<file path="src/rtl/dff_bank_arbiter_if.sv">
`default_nettype none
// ============================================================================
// Module      : dff_bank_arbiter_if
// Description : Bundle of the requester-side handshake and shared register
//               signals of dff_bank_arbiter.
//               master : requester side (drives req/wdata)
//               slave  : arbiter side (drives gnt/ack/owner/q)
// Signals     : req   [N_REQ]        per-requester write request, level
//               wdata [N_REQ*WIDTH]  requester i data on [i*WIDTH +: WIDTH]
//               gnt   [N_REQ]        one-hot grant
//               ack                  write-commit pulse
//               owner [clog2(N_REQ)] current or last grantee index
//               q     [WIDTH]        shared register contents
// Revision    : 1.0 - initial release
// ============================================================================
interface dff_bank_arbiter_if #(
    parameter int N_REQ = 4,
    parameter int WIDTH = 8
);
    localparam int OW = $clog2(N_REQ);

    logic [N_REQ-1:0]       req;
    logic [N_REQ*WIDTH-1:0] wdata;
    logic [N_REQ-1:0]       gnt;
    logic                   ack;
    logic [OW-1:0]          owner;
    logic [WIDTH-1:0]       q;

    modport master (
        output req,
        output wdata,
        input  gnt,
        input  ack,
        input  owner,
        input  q
    );

    modport slave (
        input  req,
        input  wdata,
        output gnt,
        output ack,
        output owner,
        output q
    );
endinterface
`default_nettype wire

</file>
<file path="src/rtl/dff_bank_arbiter.sv">
`default_nettype none
// ============================================================================
// Module      : dff_bank_arbiter
// Description : Round-robin arbiter and write sequencer for a shared WIDTH-bit
//               register. One requester is granted at a time; its data is
//               committed one cycle after the grant and priority rotates to
//               the requester just above the one that wrote.
// Ports       : clk        rising-edge clock
//               rst        asynchronous, active-high reset
//               bus        dff_bank_arbiter_if.slave (req/wdata in,
//                          gnt/ack/owner/q out)
//               wr_cnt     [16] committed-write counter, wraps
//                          (only with DFF_ARB_STATS_EN)
//               abort_cnt  [8]  abort counter, saturates
//                          (only with DFF_ARB_STATS_EN)
// Options     : `define DFF_ARB_STATS_EN to build the statistics counters.
// Revision    : 1.0 - initial release
// ============================================================================
module dff_bank_arbiter #(
    parameter int N_REQ = 4,
    parameter int WIDTH = 8
) (
    input  wire logic               clk,
    input  wire logic               rst,
    dff_bank_arbiter_if.slave       bus
`ifdef DFF_ARB_STATS_EN
    ,
    output logic [15:0]             wr_cnt,
    output logic [7:0]              abort_cnt
`endif
);

    localparam int IDXW = $clog2(N_REQ);

    localparam logic [1:0] S_IDLE  = 2'd0;
    localparam logic [1:0] S_GRANT = 2'd1;
    localparam logic [1:0] S_HOLD  = 2'd2;

    localparam logic [IDXW-1:0] C_LAST = IDXW'(N_REQ - 1);

    logic [1:0]       r_state;
    logic [IDXW-1:0]  r_ptr;
    logic [IDXW-1:0]  r_owner;
    logic [N_REQ-1:0] r_gnt;
    logic             r_ack;
    logic [WIDTH-1:0] r_q;

    logic             w_found;
    logic [IDXW-1:0]  w_sel;
    logic [N_REQ-1:0] w_sel_oh;
    logic [WIDTH-1:0] w_wsel;
    logic [IDXW-1:0]  w_owner_nxt;
    logic             w_owner_req;
    logic             w_commit;
    logic             w_abort;

    // Scan upward from the priority pointer, wrapping at N_REQ; first hit wins.
    always_comb begin
        w_found  = 1'b0;
        w_sel    = '0;
        w_sel_oh = '0;
        for (int k = 0; k < N_REQ; k++) begin
            int j;
            j = int'(r_ptr) + k;
            if (j >= N_REQ) begin
                j = j - N_REQ;
            end
            if (!w_found && bus.req[j]) begin
                w_found     = 1'b1;
                w_sel       = IDXW'(j);
                w_sel_oh[j] = 1'b1;
            end
        end
    end

    // Grantee's data slice and its current request level.
    always_comb begin
        w_wsel      = '0;
        w_owner_req = 1'b0;
        for (int i = 0; i < N_REQ; i++) begin
            if (IDXW'(i) == r_owner) begin
                w_wsel      = bus.wdata[i*WIDTH +: WIDTH];
                w_owner_req = bus.req[i];
            end
        end
    end

    // Priority moves past the writer, not past the old pointer, so a skipped
    // requester below the writer is not jumped over twice.
    assign w_owner_nxt = (r_owner == C_LAST) ? '0 : r_owner + 1'b1;

    assign w_commit = (r_state == S_GRANT) &&  w_owner_req;
    assign w_abort  = (r_state == S_GRANT) && !w_owner_req;

    always_ff @(posedge clk or posedge rst) begin
        if (rst) begin
            r_state <= S_IDLE;
            r_ptr   <= '0;
            r_owner <= '0;
            r_gnt   <= '0;
            r_ack   <= 1'b0;
            r_q     <= '0;
        end else begin
            case (r_state)
                S_IDLE: begin
                    if (w_found) begin
                        r_gnt   <= w_sel_oh;
                        r_owner <= w_sel;
                        r_state <= S_GRANT;
                    end
                end
                S_GRANT: begin
                    r_gnt <= '0;
                    if (w_commit) begin
                        r_q     <= w_wsel;
                        r_ack   <= 1'b1;
                        r_ptr   <= w_owner_nxt;
                        r_state <= S_HOLD;
                    end else begin
                        // Requester withdrew: nothing is written, priority kept.
                        r_state <= S_IDLE;
                    end
                end
                S_HOLD: begin
                    r_ack   <= 1'b0;
                    r_state <= S_IDLE;
                end
                default: begin
                    r_gnt   <= '0;
                    r_ack   <= 1'b0;
                    r_state <= S_IDLE;
                end
            endcase
        end
    end

    assign bus.gnt   = r_gnt;
    assign bus.ack   = r_ack;
    assign bus.owner = r_owner;
    assign bus.q     = r_q;

`ifdef DFF_ARB_STATS_EN
    logic [15:0] r_wr_cnt;
    logic [7:0]  r_abort_cnt;

    always_ff @(posedge clk or posedge rst) begin
        if (rst) begin
            r_wr_cnt    <= '0;
            r_abort_cnt <= '0;
        end else begin
            if (w_commit) begin
                r_wr_cnt <= r_wr_cnt + 16'd1;
            end
            if (w_abort && (r_abort_cnt != 8'hFF)) begin
                r_abort_cnt <= r_abort_cnt + 8'd1;
            end
        end
    end

    assign wr_cnt    = r_wr_cnt;
    assign abort_cnt = r_abort_cnt;
`else
    logic w_unused_stats;
    assign w_unused_stats = w_abort;
`endif

endmodule
`default_nettype wire

</file>
<file path="src/flat_wrapper.sv">
// flat-port wrapper written by rule: the top's interface ports become plain ports
module dff_bank_arbiter_flat 
#(
    parameter int N_REQ = 4,
    parameter int WIDTH = 8
)
  (clk, rst, bus_req, bus_wdata, bus_gnt, bus_ack, bus_owner, bus_q);
  dff_bank_arbiter_if #(.N_REQ(N_REQ), .WIDTH(WIDTH)) bus_i ();
  input  wire logic clk;
  input  wire logic rst;
  input wire logic [$bits(bus_i.req)-1:0] bus_req;
  input wire logic [$bits(bus_i.wdata)-1:0] bus_wdata;
  output wire logic [$bits(bus_i.gnt)-1:0] bus_gnt;
  output wire logic [$bits(bus_i.ack)-1:0] bus_ack;
  output wire logic [$bits(bus_i.owner)-1:0] bus_owner;
  output wire logic [$bits(bus_i.q)-1:0] bus_q;
  assign bus_i.req = bus_req;
  assign bus_i.wdata = bus_wdata;
  assign bus_gnt = bus_i.gnt;
  assign bus_ack = bus_i.ack;
  assign bus_owner = bus_i.owner;
  assign bus_q = bus_i.q;
  dff_bank_arbiter #(.N_REQ(N_REQ), .WIDTH(WIDTH)) u_core (.clk(clk), .rst(rst), .bus(bus_i));
endmodule
</file>
<file path="config.mk">
export PLATFORM = sky130hd
export DESIGN_NAME = dff_bank_arbiter_flat
export DESIGN_NICKNAME = d
export VERILOG_FILES = /design/src/rtl/dff_bank_arbiter_if.sv /design/src/rtl/dff_bank_arbiter.sv /design/src/flat_wrapper.sv
export SDC_FILE = /design/constraint.sdc
export NUM_CORES = 1
export LEC_CHECK = 0
export CAP_MARGIN = 40
export CORE_UTILIZATION = 47
export DETAILED_ROUTE_END_ITERATION = 8
export PLACE_DENSITY = 0.84
export SYNTH_ARGS = -nofsm -noshare
export SYNTH_HDL_FRONTEND = slang
export SYNTH_SLANG_ARGS = --single-unit
</file>
<file path="constraint.sdc">
create_clock -name clk -period 2.74 [get_ports clk]
set_input_delay 0.548 -clock clk [delete_from_list [all_inputs] [get_ports clk]]
set_output_delay 0.548 -clock clk [all_outputs]
set_load 0.03 [all_outputs]
</file>
=== Yosys cells after proc, flatten, opt, wreduce, memory -nomap -nowiden ===
Index checks and enable logic that the tools add are counted.

* Input port bits: 38
* Flip-flop bits (word level): 19
* Logic and storage cells: 108

* Mux-type cells: 52
* Magnitude comparators: 12
* Add/subtract/negate cells: 8
* Reduce and logical (&&, ||, !) cells: 17
* Equality and inequality tests: 8
* Bitwise logic cells: 5

{| class="wikitable"
|+ Operators with widths
! kind !! number
|-
| 32-bit by 1-bit >= comparator with 1-bit output, second input constant || 4
|-
| 32-bit by 4-bit < comparator with 1-bit output, second input constant || 4
|-
| 32-bit two-way mux || 4
|-
| 32-bit by 4-bit >= comparator with 1-bit output, second input constant || 3
|-
| 32-bit by 4-bit subtractor with 32-bit output, second input constant || 3
|-
| 8-bit two-way mux || 4
|-
| 1-bit two-way mux || 21
|-
| 4-bit two-way mux || 5
|-
| 2-bit two-way mux || 7
|-
| 4-bit OR || 3
|-
| 1-bit binary-select mux with 2-bit select || 4
|-
| 1-bit demux with 2-bit select || 4
|-
| 1-bit logical AND || 8
|-
| 4-bit case mux with 2 select lines || 1
|-
| 2-bit AND reduction || 4
|-
| 2-bit by 2-bit adder with 3-bit output, second input constant || 2
|-
| 2-bit equality test, first input constant || 2
|-
| 2-bit equality test, second input constant || 2
|-
| 2-bit zero test || 2
|-
| 2-bit by 1-bit != test with 1-bit output, second input constant || 2
|-
| 2-bit case mux with 2 select lines || 1
|-
| 2-bit by 3-bit subtractor with 4-bit output, second input constant || 1
|-
| 2-bit by 1-bit adder with 3-bit output, second input constant || 1
|-
| 2-bit by 3-bit >= comparator with 1-bit output, second input constant || 1
|-
| other kinds (6) || 9
|}

=== Depth between registers and ports, before layout ===
Gate-level depths: netlist of run 1.

* Word-level depth: 17
* Depth in mapped cells: 10

=== Worst setup path after synthesis of run 1 ===
Ideal clock, no wire load.

* Path type: register -> register
* Start point: register u_core.r_ptr[0]
* End point: register u_core.r_gnt[0], in the netlist u_core.bus.gnt[0]
* Stages on the path, launching flop included: 11
* Setup slack: 236 ps
* Arrival time: 2437 ps
* Period minus slack after synthesis: 2504 ps
* Buffers on the path: 3
* Data required time: 2673 ps
* Setup time: 67 ps
* Cells stage by stage: dfrtp_1 > buf_6 > buf_2 > inv_1 > ha_1 > buf_4 > mux4_2 > nor3_4 > and2b_4 > a22o_1 > a22o_1

* Word-level cells in the longest chain between the ends: 17
* Elaborated cells on any way between the ends: 68
* Classes of those cells: add/sub (7); order compare (12); eq/ne (1); mux (34); bitwise (3); reduce/logical (11)

{| class="wikitable"
|+ RTL lines
! element !! line !! RTL
|-
| start, declared || dff_bank_arbiter.sv:42 || <nowiki>logic [IDXW-1:0] r_ptr;</nowiki>
|-
| start signal, assigned || dff_bank_arbiter.sv:117 || <nowiki>r_ptr <= w_owner_nxt;</nowiki>
|-
| branches (longest 17 deep; another with 32-bit by 4-bit subtractor with 32-bit output) || -- ||
|-
| end signal, assigned || dff_bank_arbiter.sv:107 || <nowiki>r_gnt <= w_sel_oh;</nowiki>
|-
| end, declared || dff_bank_arbiter.sv:44 || <nowiki>logic [N_REQ-1:0] r_gnt;</nowiki>
|}

Several ways; the timed one is not identified. The select of a mux whose other input is x is not followed.
A chain may end at the register's enable or synchronous reset.

=== Worst setup path after layout of run 1 ===
* Start point: register u_core.r_owner[0], in the netlist u_core.bus.owner[0]
* End point: register u_core.r_q[2], in the netlist u_core.bus.q[2]

* Word-level cells in the longest chain between the ends: 7
* Elaborated cells on any way between the ends: 14
* Classes of those cells: eq/ne (3); mux (8); reduce/logical (3)

{| class="wikitable"
|+ RTL lines
! element !! line !! RTL
|-
| start, declared || dff_bank_arbiter.sv:43 || <nowiki>logic [IDXW-1:0] r_owner;</nowiki>
|-
| start signal, assigned || dff_bank_arbiter.sv:108 || <nowiki>r_owner <= w_sel;</nowiki>
|-
| 2-bit zero test || dff_bank_arbiter.sv:81 || <nowiki>if (IDXW'(i) == r_owner) begin</nowiki>
|-
| 1-bit two-way mux (4 in series) || dff_bank_arbiter.sv:81 ||
|-
| 1-bit logical AND || dff_bank_arbiter.sv:92 || <nowiki>assign w_commit = (r_state == S_GRANT) && w_owner_req;</nowiki>
|-
| 2-bit AND reduction (no line) || -- ||
|-
| end signal, assigned || dff_bank_arbiter.sv:115 || <nowiki>r_q <= w_wsel;</nowiki>
|-
| end, declared || dff_bank_arbiter.sv:46 || <nowiki>logic [WIDTH-1:0] r_q;</nowiki>
|}

Several ways; a longest one is shown, not always the timed one.

==> results of run 1 <==
==> how the worst max path moves through the flow <==
stage,start,endpoint,slack [ns],cells after the start
4_1_cts,u_core.bus.owner[0],u_core.bus.q[2],0.28,7
6_report,u_core.bus.owner[0],u_core.bus.q[2],0.30,7
3_5_place_dp,bus_req[2],u_core.bus.q[2],0.01,6
2_1_floorplan,u_core.r_ptr[0],u_core.bus.gnt[0],0.24,10
5_1_grt,u_core.bus.owner[0],u_core.bus.q[0],0.16,7
3_3_place_gp,bus_req[2],u_core.bus.q[2],0.05,6
==> worst reg2reg max path, delay by kind of cell, from the launching register on <==
family	cells	cell delay [ns]
AND/OR/NAND/NOR	1	0.13
adder cells (fa/ha/maj)	1	0.35
multiplexers	1	0.35
buffers and inverters	2	0.32
flip-flops	1	0.43
AO/OA/AOI/OAI	2	0.75
==> placed cells by master, fill, tap and decap left out, drive strengths merged, types with 2 or more instances in the layout <==
cell type       n
o211ai          2
a221oi          5
and2            4
mux4            3
inv             9
or2b            4
and2b           5
nor2            6
ha              8
nand2          20
buf             6
clkdlybuf4s50  52
mux2           16
a22o            8
a22oi           6
o21ai          15
clkbuf          4
a21oi          19
nand3b          9
mux2i           4
dfrtp          19
==> registers in the layout, indices dropped and copies added, names as in the netlist <==
| name | count |
|---|---|
| u_core.bus.q | 8 |
| u_core.bus.gnt | 4 |
| u_core.bus.owner | 2 |
| u_core.r_ptr | 2 |
| u_core.r_state | 2 |
| u_core.bus.ack | 1 |
==> cells in the mapped netlist, drive strengths merged <==
cell type,instances,area [sq um]
ha,8,100.1
a31oi,1,6.260
nor3,1,16.27
clkbuf,6,23.77
and2b,5,40.04
nand2,20,75.07
a21oi,19,95.09
a221oi,5,43.79
mux2,16,180.2
mux4,3,71.32
buf,8,48.80
o21ai,15,75.07
or3,1,6.260
nor2b,1,6.260
a311o,1,10.01
a221o,1,10.01
mux2i,4,40.04
and2,4,25.02
a22oi,6,45.04
o211ai,2,15.01
a211oi,1,12.51
or2b,4,30.03
inv,9,33.78
a22o,8,70.07
dfrtp,19,475.5
a211o,1,8.760
nor2,6,25.03
nand3b,9,67.56
==> metal layers <==
metal / track usage / part of all wire / routed length [um] / up-vias
met1: 0.3284 / 0.49 / 2006 / 708
li1: - / - / - / 768
met4: 0.05714 / 0.0035 / 14 / 0
met3: 0.02521 / 0.034 / 137 / 2
met5: 0 / 0 / 0 / -
met2: 0.3354 / 0.47 / 1895 / 39
==> stage by stage <==
step	setup WS, ns	hold slack [ns]
after detailed placement	0.01323	0.4752
final	0.2986	0.4918
after global placement	0.05464	0.4675
after CTS	0.2815	0.4959
after global routing	0.1610	0.5112
after floorplan	0.2357	0.4857
==> power by group through the flow <==
stage	registers (mW)	logic, mW	clock network, mW
3_5_place_dp	0.491	1.86	0
5_1_grt	0.501	2.04	0.154
2_1_floorplan	0.665	1.16	0
4_1_cts	0.487	1.86	0.139
3_3_place_gp	0.488	1.83	0
6_report	0.488	1.86	0.136
==> cell type report <==
class | count | area [sq um]
Timing Repair Buffer | 58 | 565.5
Fill cell | 288 | 1130
Multi-Input combinational cell | 142 | 1075
Inverter | 9 | 33.78
Clock buffer | 4 | 26.28
Sequential cell | 19 | 475.5
Tap cell | 46 | 57.56
==> logic make-up after synthesis <==
family,after synthesis
muxes,23
DFF,19
adders and majority gates,8
and+or+nand+nor,51
AOI/OAI and AO/OA,60
buffers and inverters,23
==> results.md, run 1 <==
- Synth Area per Inst: between 9 and 10 sq um
- Switching Share: 0.4734
- Startpoint Class: register
- PwrDens: ~1100 mW/mm^2
- Ratio of cells with drive above 1 in the final layout: 0.09483
- Synth Area in Adders: 0.06042
- Critical path's top delay family: compound AO/OA/AOI/OAI gates
- Static leakage: 0.9318 nW
- Synth cell types: 37
- Final instance area: around 0.0022 sq mm
- Routed length per placed instance: about 15 um
- Synth Register Bits: 19
- Setup TNS Final: 0 ns
- Number of global-route vias before repair: 1296
- Worst EP required: ~2.9 ns
- Complex-gate fraction of the synthesized area: 0.2364
- Critical Path Max Stage Delay: 0.43 ns
- First-pass GRT wire length: between 6000 and 7000 um
- Hold Startpoint: u_core.bus.q[1]
- Hold endpoint: u_core.bus.q[1]
- Post-Place Cells: between 200 and 300
- Full die area: 0.003766 sq mm
- Vias: between 1500 and 2000
- Reg2reg setup slack: 0.30 ns
- Pre-Repair DR Iteration Count: 4
- Post-DP Area: around 0.0022 sq mm
- Clock Skew: slightly above 0.004 ns
- Clk Latency, worst-skew pair: roughly 0.29 ns
- Hold Buf Count CTS: 0
- Syn nets: 230
- WS Path Type: register to register
- Port-buffer cells: between 50 and 60
- Final hold viol count: 0
- Vias/cell: 5.457
- Design Power: 2.486 mW
- Tmin final: between 2 and 2.5 ns
- Post-DRT Antenna Nets: 0
- Sequential share of the synthesized area: 0.2870
- RSZ-0062 raised after global routing: false
- Iter 0 DRT Violations: a little over 70
- Critical Path, Cell by Cell: inv_1 -> ha_1 -> nand3b_1 -> a311o_1 -> a211o_1 -> inv_2 -> mux2_1
- Logic pwr share: 0.749
- Die H: 61.37 um
- Largest buffer count on any clock path: 2
- Root Buffer: clkbuf_4
- Total Routed Length: 4054 um
- Max Slew Vio Count: 0
- Mux cell area share after synthesis: 0.1760
- Outcome: finished clean
- Max Clock Freq: approximately 400 MHz
- Internal: roughly 1.3 mW
- Synth warn: 0
- Cts repair resizes: 0
- Largest fanout on the critical path: 10
- Synth-to-Final Area Change: 34.82%
- Final Util: 0.6641
- Worst Tran Pin Value: about 0.65 ns
- Clock slew at reported path FFs: 0.10 ns
- Nature of the critical path endpoint: register
- Site Rows: 21
- Reg2reg end: u_core.bus.q[2]
- Main combinational cell family by area after synthesis: compound AO/OA/AOI/OAI gates
- Post-synthesis xor/xnor area fraction: 0
- CTS tree: done
- Die W: 61.37 um
- Synthesized cell area: 0.001657 sq mm
- Fin cells: 278
- Crit Reg-Reg Startpoint: u_core.bus.owner[0]
- Setup bufs post-CTS: 0
- Largest net degree at the start of global routing: 20
- CTS buffer count: 3
- Critical path arrival: between 2 and 3 ns
- Tcrit/Tclk final: 0.8910
- Flop pwr share: 0.196
- Clock Sinks: 19
- Slew HR: 0.5640
- Diodes inserted: 0
- Simple-gate portion of the synthesized area: 0.1760
- Psw: 1.177 mW
- Remaining DRCs: 0
- Reg2Reg Depth: 7
- IO Count: 53
- Gr usage total: 0.2181
- Post-DP HPWL: between 3000 and 4000 um
- Final nets: around 280
- Starting Density: 0.4926
- Clock share of power: 0.055
- Hold path cells: 1
- Maximum vdd drop: roughly 0.65 mV
- Core area: 0.003363 sq mm
- Initial antenna violation count: 0
- Placer Congestion: approximately 0.89
- Max Cap Viol: 0
- Gate Count Post-Synth: about 180
- Max stage delay cell, worst path: dfrtp_1
- Hold Crit Class: register to register
- Global route overflow: 0
- H-tree depth: 1
- Setup-failing EPs final: 0
- Crit path buf inv count: 2
Power figures use the tool's default switching activity.
==> run 2, diff against run 1 <==
==> constraint.sdc (replaced) <==
create_clock -name clk -period 2.39 [get_ports clk]
set_input_delay 0.478 -clock clk [delete_from_list [all_inputs] [get_ports clk]]
set_output_delay 0.478 -clock clk [all_outputs]
set_load 0.02 [all_outputs]
==> run 2 against run 1 <==
  * Utilization increased by 2.6 points
  * Cell area grew 3.9%
  * Clock skew increased by 0.0015 ns
  * Final cell count up 4.0%
  * Setup slack worse by 0.21 ns
  * Fmax increased by 6.3%
  * Non-clock buffer count is 11 higher
  * Clock-buffer cell count decreased by 1
  * Global-route usage increased by 1.6 points
  * Highest routed layer unchanged
  * Largest power group unchanged
  * First-iteration DRC count rose by 22%
==> results.md, run 2 (synthesized netlist as in run 1, its figures left out) <==
- Clock share of power: 0.056 (about the same)
- Static leakage: 0.9868 nW (+5.9%)
- Iter 0 DRT Violations: 88 (+22%)
- RSZ-0062 raised after global routing: true
- Slew HR: 0.5177 (-0.04634)
- Clock Skew: 0.005639 ns (+0.001540 ns)
- H-tree depth: 1 (unchanged)
- First-pass GRT wire length: 6568 um (+8.5%)
- Gr usage total: 0.2345 (+0.01634)
- Final hold viol count: 0 (unchanged)
- Final nets: 290 (+3.9%)
- Logic pwr share: 0.750 (about the same)
- Root Buffer: clkbuf_4
- Outcome: finished clean
- Max Cap Viol: 0 (unchanged)
- PwrDens: 1248 mW/mm^2 (+12%)
- Clock Sinks: 19 (unchanged)
- Diodes inserted: 0 (unchanged)
- Hold endpoint: u_core.bus.q[4]
- WS Path Type: register to register
- Setup-failing EPs final: 0 (unchanged)
- IO Count: 53 (unchanged)
- Remaining DRCs: 0 (unchanged)
- Psw: 1.311 mW (+11%)
- Largest fanout on the critical path: 8 (-2)
- Max Clock Freq: 435.4 MHz (+6.3%)
- CTS tree: done
- Fill cells: 290 (+0.69%)
- Area taken by multi-input logic gates: 0.001079 sq mm (+0.35%)
- Vias/cell: 5.588 (+2.4%)
- Starting Density: 0.4926 (unchanged)
- Post-DP HPWL: 3517 um (+10%)
- Startpoint Class: register
- Placer Congestion: 0.8071 (-9.2%)
- Total Routed Length: 4447 um (+9.7%)
- Initial antenna violation count: 0 (unchanged)
- Hold Startpoint: u_core.bus.q[4]
- Global route overflow: 0 (unchanged)
- Number of global-route vias before repair: 1508 (+16%)
- Tcrit/Tclk final: 0.9609 (+0.06988)
- Final Util: 0.6901 (+0.02604)
- Site Rows: 21 (unchanged)
- Nature of the critical path endpoint: register
- Reg2Reg Depth: 7 (unchanged)
- Largest net degree at the start of global routing: 20 (unchanged)
- Internal: 1.586 mW (+21%)
- Routed length per placed instance: 15.39 um (+5.5%)
- Cts repair resizes: 0 (unchanged)
- Clock slew at reported path FFs: 0.11 ns (about the same)
- Die W: 61.37 um (unchanged)
- Hold path cells: 1 (unchanged)
- Switching Share: 0.4524 (-0.02094)
- Vias: 1615 (+6.5%)
- Commonest non-fill, non-tap cell in the layout: clkdlybuf4s50_1
- Max reg flops: 8 (unchanged)
- Worst EP required: 2.63 ns (-0.29 ns)
- Register area: 475.5 sq um (unchanged)
- Tmin final: 2.297 ns (-0.1448 ns)
- Flop pwr share: 0.193 (-0.003)
- Maximum vdd drop: 0.6580 mV (+1.7%)
- Critical path arrival: 2.53 ns (-0.09 ns)
- Worst Tran Pin Value: 0.7227 ns (+0.06943 ns)
- Largest buffer count on any clock path: 2 (unchanged)
- Commonest non-fill, non-tap cells in the layout: clkdlybuf4s50_1, nand2_1, a21oi_1, dfrtp_1, buf_4
- Clk Latency, worst-skew pair: 0.30 ns (about the same)
- Synth-to-Final Area Change: 40.11%
- Max Slew Vio Count: 0 (unchanged)
- Pre-Repair DR Iteration Count: 4 (unchanged)
- Hold Crit Class: register to register
- Ratio of cells with drive above 1 in the final layout: 0.1481 (+0.05332)
- Reg2reg setup slack: 0.09 ns (-0.21 ns)
- Crit Reg-Reg Startpoint: u_core.r_ptr[0]
- DP Worst Slack: -0.1052 ns (-0.1185 ns)
- Die H: 61.37 um (unchanged)
- Post-DRT Antenna Nets: 0 (unchanged)
- Core area: 0.003363 sq mm (unchanged)
- Port-buffer cells: 52 (unchanged)
- Worst Slack Setup Final: 0.09339 ns (-0.2052 ns)
- CTS buffer count: 3 (unchanged)
- Full die area: 0.003766 sq mm (unchanged)
- Reg2reg end: u_core.bus.gnt[0]
run 2: cell types whose count changed in the layout (fill, tap and decap cells not counted), sizes merged:
cell / change
buf: +11
clkinv: +1
clkbuf: -1
run 2: area by class of cell:
class                           count  area share
Clock buffer                        3    0.009703
Clock inverter                      1    0.002156
Inverter                            9     0.01456
Multi-Input combinational cell    142      0.4647
Sequential cell                    19      0.2049
Tap cell                           46     0.02480
Timing Repair Buffer               69      0.2792
run 2: worst max-delay path by stage:
stage | start | endpoint | slack, ns
3_3_place_gp | bus_req[0] | u_core.bus.q[1] | -0.03
5_1_grt | u_core.r_ptr[0] | u_core.bus.owner[0] | -0.002
2_1_floorplan | u_core.r_ptr[0] | u_core.bus.gnt[0] | 0.006
3_5_place_dp | bus_req[0] | u_core.bus.q[1] | -0.11
6_report | u_core.r_ptr[0] | u_core.bus.gnt[0] | 0.09
4_1_cts | u_core.r_ptr[1] | u_core.bus.gnt[0] | 0.11
run 2: power groups by stage:
| stage | combinational, mW | sequential (mW) | clock [mW] |
|---|---|---|---|
| after global routing | 2.39 | 0.575 | 0.177 |
| after CTS | 2.18 | 0.561 | 0.168 |
| after floorplan | 1.36 | 0.684 | 0 |
| after detailed placement | 2.17 | 0.567 | 0 |
| final | 2.17 | 0.560 | 0.163 |
| after global placement | 2.13 | 0.560 | 0 |
run 2: worst max-delay path, stage by stage (launching register included):
cell and delay [ns]:
dfrtp_1 0.39, inv_2 0.07, ha_1 0.48, mux4_2 0.60
nor3_4 0.20, and2b_4 0.21, a22o_1 0.14, a22o_1 0.14
run 2: what timing repair did:
action	4_1_cts	5_1_grt
hold endpoints to repair	0	0
hold buffers	0	0
setup endpoints to repair	0	1
buffers inserted	0	0
run 2: layer usage:
| metal | up-vias | wire [um] | track usage |
|---|---|---|---|
| met2 | 61 | 2160 | 0.4596 |
| met3 | 2 | 459 | 0.07983 |
| met5 | - | 0 | 0 |
| li1 | 788 | - | - |
| met1 | 764 | 1799 | 0.2513 |
| met4 | 0 | 27 | 0.01905 |
run 2: metrics by stage:
| step | setup TNS (ns) | power, mW | area (sq um) | cells | hold WS [ns] |
|---|---|---|---|---|---|
| final | 0 | 2.897 | 2321 | 289 | 0.5037 |
| after global routing | -0.001807 | 3.138 | 2321 | 289 | 0.5292 |
| after CTS | 0 | 2.905 | 2321 | 289 | 0.5053 |
| after detailed placement | -0.9012 | 2.734 | 2293 | 285 | 0.4789 |
| after global placement | -0.2519 | 2.691 | 2293 | 285 | 0.4662 |
| after floorplan | 0 | 2.041 | 1667 | 184 | 0.4291 |
